### src/rtl/fib_pkg.sv
// Shared definitions for the Fibonacci arbiter slice.
// Holds the sequencer state encoding, the largest index the core can
// evaluate without overflowing its result width, and the default widths
// that match the fibonacci core.
package fib_pkg;

  typedef enum logic [1:0] {
    IDLE  = 2'd0,
    START = 2'd1,
    WAIT  = 2'd2,
    RESP  = 2'd3
  } fib_arb_state_t;

  // fib(30) = 832040 is the last value that fits in a 20-bit result.
  localparam int FIB_MAX_IDX = 30;
  localparam int FIB_IDX_W   = 5;
  localparam int FIB_F_W     = 20;

endpackage

### src/rtl/rr_arbiter.sv
// Combinational round-robin selector.
// Picks the first asserted request at or after ptr, wrapping modulo N.
// Ports:
//   req      - request vector
//   ptr      - index that currently has the highest priority
//   grant    - one-hot grant (all zero when nothing is requested)
//   grant_id - binary index of the granted request (0 when none)
module rr_arbiter
  import fib_pkg::*;
#(
  parameter int N    = 4,
  parameter int ID_W = $clog2(N)
) (
  input  logic [N-1:0]    req,
  input  logic [ID_W-1:0] ptr,
  output logic [N-1:0]    grant,
  output logic [ID_W-1:0] grant_id
);

  logic [ID_W-1:0] cand;
  logic            found;

  always_comb begin
    grant    = '0;
    grant_id = '0;
    found    = 1'b0;
    cand     = '0;
    for (int k = 0; k < N; k++) begin
      cand = ID_W'((int'(ptr) + k) % N);
      if (!found && req[cand]) begin
        found       = 1'b1;
        grant[cand] = 1'b1;
        grant_id    = cand;
      end
    end
  end

endmodule

### src/rtl/fib_arbiter.sv
// Shares one fibonacci core among N_REQ requesters.
// One transaction at a time: a round-robin grant in IDLE, a start strobe to
// the core in START, result capture in WAIT, and a held response in RESP.
// Indices above FIB_MAX_IDX skip the core and answer with err=1, f=0.
//
// Handshakes:
//   req  : req_ready is a one-cycle combinational pulse in IDLE to the granted
//          requester; req_valid is not sticky and may drop at any time before.
//   rsp  : rsp_valid is held with stable rsp_id/rsp_f/rsp_err until the cycle
//          where rsp_valid && rsp_ready, which completes the transfer.
//   core : core_start pulses for one cycle while core_ready is high; the
//          result is taken only in the core_done_tick cycle.
//
// Ports:
//   clk, rst           - clock, synchronous active-high reset
//   req_valid/req_idx  - per-requester request and packed indices
//   req_ready          - one-hot accept pulse
//   rsp_valid/rsp_ready/rsp_id/rsp_f/rsp_err - shared response channel
//   core_start/core_i  - start strobe and index to the core
//   core_ready/core_done_tick/core_f - core status and result
//   dbg_state          - current sequencer state
module fib_arbiter
  import fib_pkg::*;
#(
  parameter int N_REQ = 4,
  parameter int IDX_W = FIB_IDX_W,
  parameter int F_W   = FIB_F_W,
  parameter int ID_W  = $clog2(N_REQ)
) (
  input  logic                   clk,
  input  logic                   rst,
  input  logic [N_REQ-1:0]       req_valid,
  input  logic [N_REQ*IDX_W-1:0] req_idx,
  output logic [N_REQ-1:0]       req_ready,
  output logic                   rsp_valid,
  input  logic                   rsp_ready,
  output logic [ID_W-1:0]        rsp_id,
  output logic [F_W-1:0]         rsp_f,
  output logic                   rsp_err,
  output logic                   core_start,
  output logic [IDX_W-1:0]       core_i,
  input  logic                   core_ready,
  input  logic                   core_done_tick,
  input  logic [F_W-1:0]         core_f,
  output fib_arb_state_t         dbg_state
);

  fib_arb_state_t   state, state_next;
  logic [ID_W-1:0]  ptr;
  logic [ID_W-1:0]  id_reg;
  logic [IDX_W-1:0] idx_reg;
  logic [F_W-1:0]   f_reg;
  logic             err_reg;

  logic [N_REQ-1:0] grant;
  logic [ID_W-1:0]  grant_id;
  logic [IDX_W-1:0] sel_idx;
  logic             sel_oor;

  rr_arbiter #(
    .N    (N_REQ),
    .ID_W (ID_W)
  ) u_rr (
    .req      (req_valid),
    .ptr      (ptr),
    .grant    (grant),
    .grant_id (grant_id)
  );

  assign sel_idx = req_idx[int'(grant_id)*IDX_W +: IDX_W];
  assign sel_oor = (32'(sel_idx) > 32'(FIB_MAX_IDX));

  always_ff @(posedge clk) begin
    if (rst) state <= IDLE;
    else     state <= state_next;
  end

  always_comb begin
    state_next = state;
    req_ready  = '0;
    core_start = 1'b0;
    core_i     = '0;
    case (state)
      IDLE: begin
        req_ready = grant;
        if (|req_valid) state_next = sel_oor ? RESP : START;
      end
      START: begin
        if (core_ready) begin
          core_start = 1'b1;
          core_i     = idx_reg;
          state_next = WAIT;
        end
      end
      WAIT: begin
        if (core_done_tick) state_next = RESP;
      end
      RESP: begin
        if (rsp_ready) state_next = IDLE;
      end
      default: state_next = IDLE;
    endcase
  end

  always_ff @(posedge clk) begin
    if (rst) begin
      ptr     <= '0;
      id_reg  <= '0;
      idx_reg <= '0;
      f_reg   <= '0;
      err_reg <= 1'b0;
    end else begin
      case (state)
        IDLE: begin
          if (|req_valid) begin
            id_reg  <= grant_id;
            idx_reg <= sel_idx;
            f_reg   <= '0;
            err_reg <= sel_oor;
          end
        end
        WAIT: begin
          if (core_done_tick) begin
            f_reg   <= core_f;
            err_reg <= 1'b0;
          end
        end
        RESP: begin
          // Priority moves just past the requester that was served.
          if (rsp_ready)
            ptr <= (id_reg == ID_W'(N_REQ - 1)) ? '0 : id_reg + 1'b1;
        end
        default: ;
      endcase
    end
  end

  assign rsp_valid = (state == RESP);
  assign rsp_id    = id_reg;
  assign rsp_f     = f_reg;
  assign rsp_err   = err_reg;
  assign dbg_state = state;

endmodule
### config.mk
export PLATFORM = sky130hd
export DESIGN_NAME = fib_arbiter
export DESIGN_NICKNAME = d
export VERILOG_FILES = /design/src/rtl/fib_pkg.sv /design/src/rtl/rr_arbiter.sv /design/src/rtl/fib_arbiter.sv
export SDC_FILE = /design/constraint.sdc
export NUM_CORES = 1
export LEC_CHECK = 0
export CORE_MARGIN = 8
export CORE_UTILIZATION = 38
export DETAILED_ROUTE_END_ITERATION = 10
export PLACE_DENSITY = 0.83
export SYNTH_ARGS = -nofsm -noshare
export SYNTH_HDL_FRONTEND = slang
export SYNTH_SLANG_ARGS = --single-unit
### constraint.sdc
create_clock -name clk -period 2.64 [get_ports clk]
set_input_delay 0.264 -clock clk [delete_from_list [all_inputs] [get_ports clk]]
set_output_delay 0.264 -clock clk [all_outputs]
set_load 0.005 [all_outputs]
==> impl_results.html <==
<table>
<tr><th>Metric</th><th>Value</th></tr>
<tr><th colspan="2">Synthesis</th></tr>
<tr><td>Synth Warn #</td><td>0</td></tr>
<tr><td>Synthesized instance count</td><td>223</td></tr>
<tr><td>Post-Syn Nets</td><td>about 280</td></tr>
<tr><td>Post-synthesis instance area</td><td>1900 µm²</td></tr>
<tr><td>Post-synthesis area per instance</td><td>8.51 µm²</td></tr>
<tr><td>Post-synthesis register bit count</td><td>32</td></tr>
<tr><td>Number of different library cells in the post-synthesis netlist</td><td>37</td></tr>
<tr><td>Sequential share of the synthesized area</td><td>0.338</td></tr>
<tr><th colspan="2">STA</th></tr>
<tr><td>Setup WS post-layout</td><td>0.109 ns</td></tr>
<tr><td>Final max-slew violation count</td><td>0</td></tr>
<tr><td>Total setup violations reported at the end of the flow</td><td>0</td></tr>
<tr><td>Slew of the pin with the lowest slew margin</td><td>between 0.7 and 0.8 ns</td></tr>
<tr><td>Number of hold violations in the final report</td><td>0</td></tr>
<tr><td>Headroom to the max-slew limit</td><td>0.526</td></tr>
<tr><td>Setup repair after global routing missed its margin</td><td>true</td></tr>
<tr><td>Final Cycle Share</td><td>0.959</td></tr>
<tr><td>Highest attainable clock frequency</td><td>0.395 GHz</td></tr>
<tr><td>Clk_skew</td><td>about 0.0052 ns</td></tr>
<tr><td>Post-layout min period</td><td>2.53 ns</td></tr>
<tr><th colspan="2">Routing</th></tr>
<tr><td>WL final</td><td>5740 µm</td></tr>
<tr><td>Count of vias placed by the detailed router</td><td>around 2100</td></tr>
<tr><td>Remaining antenna violation count</td><td>0</td></tr>
<tr><td>Iteration-0 DRC Markers</td><td>between 70 and 80</td></tr>
<tr><td>Routed WL per cell</td><td>between 10 and 15 µm</td></tr>
<tr><td>Length of the first detailed-routing pass in iterations</td><td>4</td></tr>
<tr><td>Detailed-route DRC error count</td><td>0</td></tr>
<tr><td>Via-per-instance ratio</td><td>5.36</td></tr>
<tr><th colspan="2">Global route</th></tr>
<tr><td>Largest net degree at the start of global routing</td><td>33</td></tr>
<tr><td>Initial antenna violation count</td><td>0</td></tr>
<tr><td>Global-route usage over all layers</td><td>0.151</td></tr>
<tr><td>Vias in the first global route</td><td>around 2200</td></tr>
<tr><td>Global-route wire length before repair</td><td>9430 µm</td></tr>
<tr><td>Total congestion overflow after global routing</td><td>0</td></tr>
<tr><th colspan="2">Job</th></tr>
<tr><td>Max-cap violations</td><td>0</td></tr>
<tr><th colspan="2">Placement</th></tr>
<tr><td>Total of buffers placed on input and output ports</td><td>84</td></tr>
<tr><td>Placed cell areas</td><td>2870 µm²</td></tr>
<tr><td>Placer congestion estimate</td><td>0.829</td></tr>
<tr><td>Total instance count after detailed placement</td><td>373</td></tr>
<tr><td>HPWL reported at the end of detailed placement</td><td>around 4300 µm</td></tr>
<tr><td>Worst slack at placement</td><td>-0.107 ns</td></tr>
<tr><th colspan="2">Clock tree</th></tr>
<tr><td>Deepest level of the CTS H-tree</td><td>2</td></tr>
<tr><td>Cell at the root of the clock tree</td><td>sky130_fd_sc_hd__clkbuf_8</td></tr>
<tr><td>Cts bufs inserted</td><td>5</td></tr>
<tr><td>Number of sinks handled by clock tree synthesis</td><td>32</td></tr>
<tr><td>Maximum clock path buffer count</td><td>2</td></tr>
<tr><td>Clock transition at path regs</td><td>0.06 ns</td></tr>
<tr><td>Clock tree from TritonCTS</td><td>yes</td></tr>
<tr><td>Hold buffers post-CTS</td><td>0</td></tr>
<tr><td>Worst-Skew Late Latency</td><td>between 0.2 and 0.3 ns</td></tr>
<tr><th colspan="2">Worst hold path</th></tr>
<tr><td>Worst min-delay path class</td><td>flip-flop to flip-flop</td></tr>
<tr><th colspan="2">Die</th></tr>
<tr><td># IOs</td><td>85</td></tr>
<tr><td>Vertical die dimension</td><td>86.7 µm</td></tr>
<tr><td>Total Die Area</td><td>7510 µm²</td></tr>
<tr><td>Placement Rows</td><td>25</td></tr>
<tr><td>Initial cell density of the core</td><td>0.397</td></tr>
<tr><td>X dimension of the die</td><td>roughly 87 µm</td></tr>
<tr><td>Area of the placeable core</td><td>4790 µm²</td></tr>
<tr><th colspan="2">Critical path</th></tr>
<tr><td>Worst setup SP type</td><td>flip-flop</td></tr>
<tr><td>Critical path fanouts, max</td><td>11</td></tr>
<tr><td>Crit path DAT</td><td>roughly 2.7 ns</td></tr>
<tr><td>Req. time, crit path</td><td>2.83 ns</td></tr>
<tr><td>Crit Path Class</td><td>flip-flop to flip-flop</td></tr>
<tr><td>Endpoint class of the critical path</td><td>flip-flop</td></tr>
<tr><th colspan="2">Layout</th></tr>
<tr><td>Number of nets in the final layout</td><td>between 300 and 400</td></tr>
<tr><td>Number of flip-flops in the largest register</td><td>20</td></tr>
<tr><td>Final Cell Area</td><td>about 3000 µm²</td></tr>
<tr><td>Area growth from synthesis to layout</td><td>58.7%</td></tr>
<tr><td>Post-layout instance count excluding filler cells</td><td>384</td></tr>
<tr><td>Final antenna diode count</td><td>0</td></tr>
<tr><td>Fraction of layout instances using a drive strength above 1</td><td>0.136</td></tr>
<tr><th colspan="2">Power</th></tr>
<tr><td>Worst supply voltage drop on vdd</td><td>0.513 mV</td></tr>
<tr><td>Final Power</td><td>2.05 mW</td></tr>
<tr><td>Leakage power figure</td><td>about 1.2 nW</td></tr>
<tr><td>Power per cell area</td><td>681 nW/µm²</td></tr>
<tr><th colspan="2">Outcome</th></tr>
<tr><td>Status</td><td>completed</td></tr>
</table>
## layout make-up
cell class,instances,area (µm²)
clock buffers,8,90.1
fillers,421,1770
inverters,8,30.0
multi-input cells,168,1170
flip-flops and latches,32,646
well taps,67,83.8
repair buffers,101,988
## Yosys cell counts
| library cell | count | area, µm² |
|---|---|---|
| sky130_fd_sc_hd__nor2_1 | 42 | 158 |
| sky130_fd_sc_hd__dfxtp_1 | 32 | 641 |
| sky130_fd_sc_hd__a22oi_1 | 22 | 165 |
| sky130_fd_sc_hd__a21oi_1 | 17 | 85.1 |
| sky130_fd_sc_hd__mux2i_1 | 14 | 140 |
| sky130_fd_sc_hd__ha_1 | 12 | 150 |
| sky130_fd_sc_hd__nand2_1 | 10 | 37.5 |
| sky130_fd_sc_hd__clkbuf_1 | 8 | 30.0 |
| sky130_fd_sc_hd__inv_1 | 8 | 30.0 |
| sky130_fd_sc_hd__and3_1 | 5 | 31.3 |
| sky130_fd_sc_hd__mux2_2 | 5 | 56.3 |
| sky130_fd_sc_hd__a222oi_1 | 4 | 40.0 |
| sky130_fd_sc_hd__nand3_1 | 4 | 20.0 |
| sky130_fd_sc_hd__o21ai_0 | 4 | 20.0 |
| sky130_fd_sc_hd__buf_2 | 3 | 15.0 |
| sky130_fd_sc_hd__nand2b_1 | 3 | 18.8 |
| sky130_fd_sc_hd__nor3_1 | 3 | 15.0 |
| sky130_fd_sc_hd__nor4_1 | 3 | 18.8 |
| sky130_fd_sc_hd__a32oi_1 | 2 | 17.5 |
| sky130_fd_sc_hd__and2_1 | 2 | 12.5 |
| sky130_fd_sc_hd__buf_6 | 2 | 22.5 |
| sky130_fd_sc_hd__nor2b_1 | 2 | 12.5 |
| sky130_fd_sc_hd__or3_1 | 2 | 12.5 |
| sky130_fd_sc_hd__a221oi_2 | 1 | 15.0 |
| sky130_fd_sc_hd__a31oi_1 | 1 | 6.26 |
| sky130_fd_sc_hd__a32o_2 | 1 | 11.3 |
| sky130_fd_sc_hd__buf_1 | 1 | 3.75 |
| sky130_fd_sc_hd__buf_12 | 1 | 20.0 |
| sky130_fd_sc_hd__mux2_1 | 1 | 11.3 |
| sky130_fd_sc_hd__mux4_2 | 1 | 22.5 |
| sky130_fd_sc_hd__nor2b_2 | 1 | 8.76 |
| sky130_fd_sc_hd__nor3_2 | 1 | 10.0 |
| sky130_fd_sc_hd__o211ai_2 | 1 | 12.5 |
| sky130_fd_sc_hd__o21ai_1 | 1 | 5.00 |
| sky130_fd_sc_hd__o221ai_1 | 1 | 8.76 |
| sky130_fd_sc_hd__o22ai_1 | 1 | 6.26 |
| sky130_fd_sc_hd__o31ai_1 | 1 | 7.51 |
## what timing repair did
item                                    in CTS  in global routing
endpoints found under the setup margin       5                  5
pin swaps                                    1                  2
setup buffers                                2                  1
gates resized for setup                      7                  5
## path summary, 6_finish.rpt
kind	cells past startpoint	slack (ns)	from	to
max	11	0.11	ptr[0]	dbg_state[1]
min	2	0.48	idx_reg[2]	idx_reg[2]
max reg2reg	11	0.11	ptr[0]	dbg_state[1]
min reg2reg	2	0.48	idx_reg[2]	idx_reg[2]
## per-stage QoR
step           setup TNS [ns]  hold slack (ns)   util
3_5_place_dp           -0.366            0.465  0.599
5_1_grt               -0.0551            0.509  0.630
2_1_floorplan               0            0.326      -
4_1_cts                     0            0.481  0.625
6_report                    0            0.479  0.630
3_3_place_gp          -0.0858            0.462  0.599
## placed cells by master (no fill, tap or decap), drive strengths merged, types with 6 or more instances in the layout
master / n
a22oi: 22
ha: 12
mux2i: 14
a21oi: 17
dfxtp: 32
clkbuf: 8
nor2: 42
clkdlybuf4s50: 80
inv: 8
nand2: 10
buf: 17
mux2: 6
## report_power, final
part | total (mW) | leakage (nW) | switching (mW) | internal, mW
combinational | 1.04 | 0.854 | 0.527 | 0.508
clock | 0.375 | 0.0455 | 0.163 | 0.212
sequential | 0.641 | 0.262 | 0.0622 | 0.579
total | 2.05 | 1.16 | 0.752 | 1.30
## metal layers
layer / global-route usage / vias up / routed length [µm]
met3: 0.0860 / 6 / 657
li1: - / 998 / -
met5: 0 / - / 0
met1: 0.151 / 974 / 2180
met4: 0.0485 / 0 / 42
met2: 0.260 / 80 / 2860
## worst max-delay path, cell delays in order (launching register included)
cell	delay [ns]
sky130_fd_sc_hd__dfxtp_4	0.36
sky130_fd_sc_hd__inv_2	0.05
sky130_fd_sc_hd__ha_4	0.31
sky130_fd_sc_hd__mux4_2	0.36
sky130_fd_sc_hd__o211ai_2	0.09
sky130_fd_sc_hd__a32o_2	0.21
sky130_fd_sc_hd__buf_12	0.14
sky130_fd_sc_hd__mux2i_1	0.09
sky130_fd_sc_hd__mux2_2	0.31
sky130_fd_sc_hd__nor3_4	0.21
sky130_fd_sc_hd__nand3_1	0.11
sky130_fd_sc_hd__a221oi_2	0.21
## logic make-up after synthesis
family,count (synthesis),synth area share
adder cells (fa/ha/maj),12,0.0791
buffers and inverters,23,0.0639
AND/OR/NAND/NOR,78,0.187
multiplexers,21,0.121
flip-flops,32,0.338
AO/OA/AOI/OAI,57,0.211
Power figures use the tool's default switching activity.
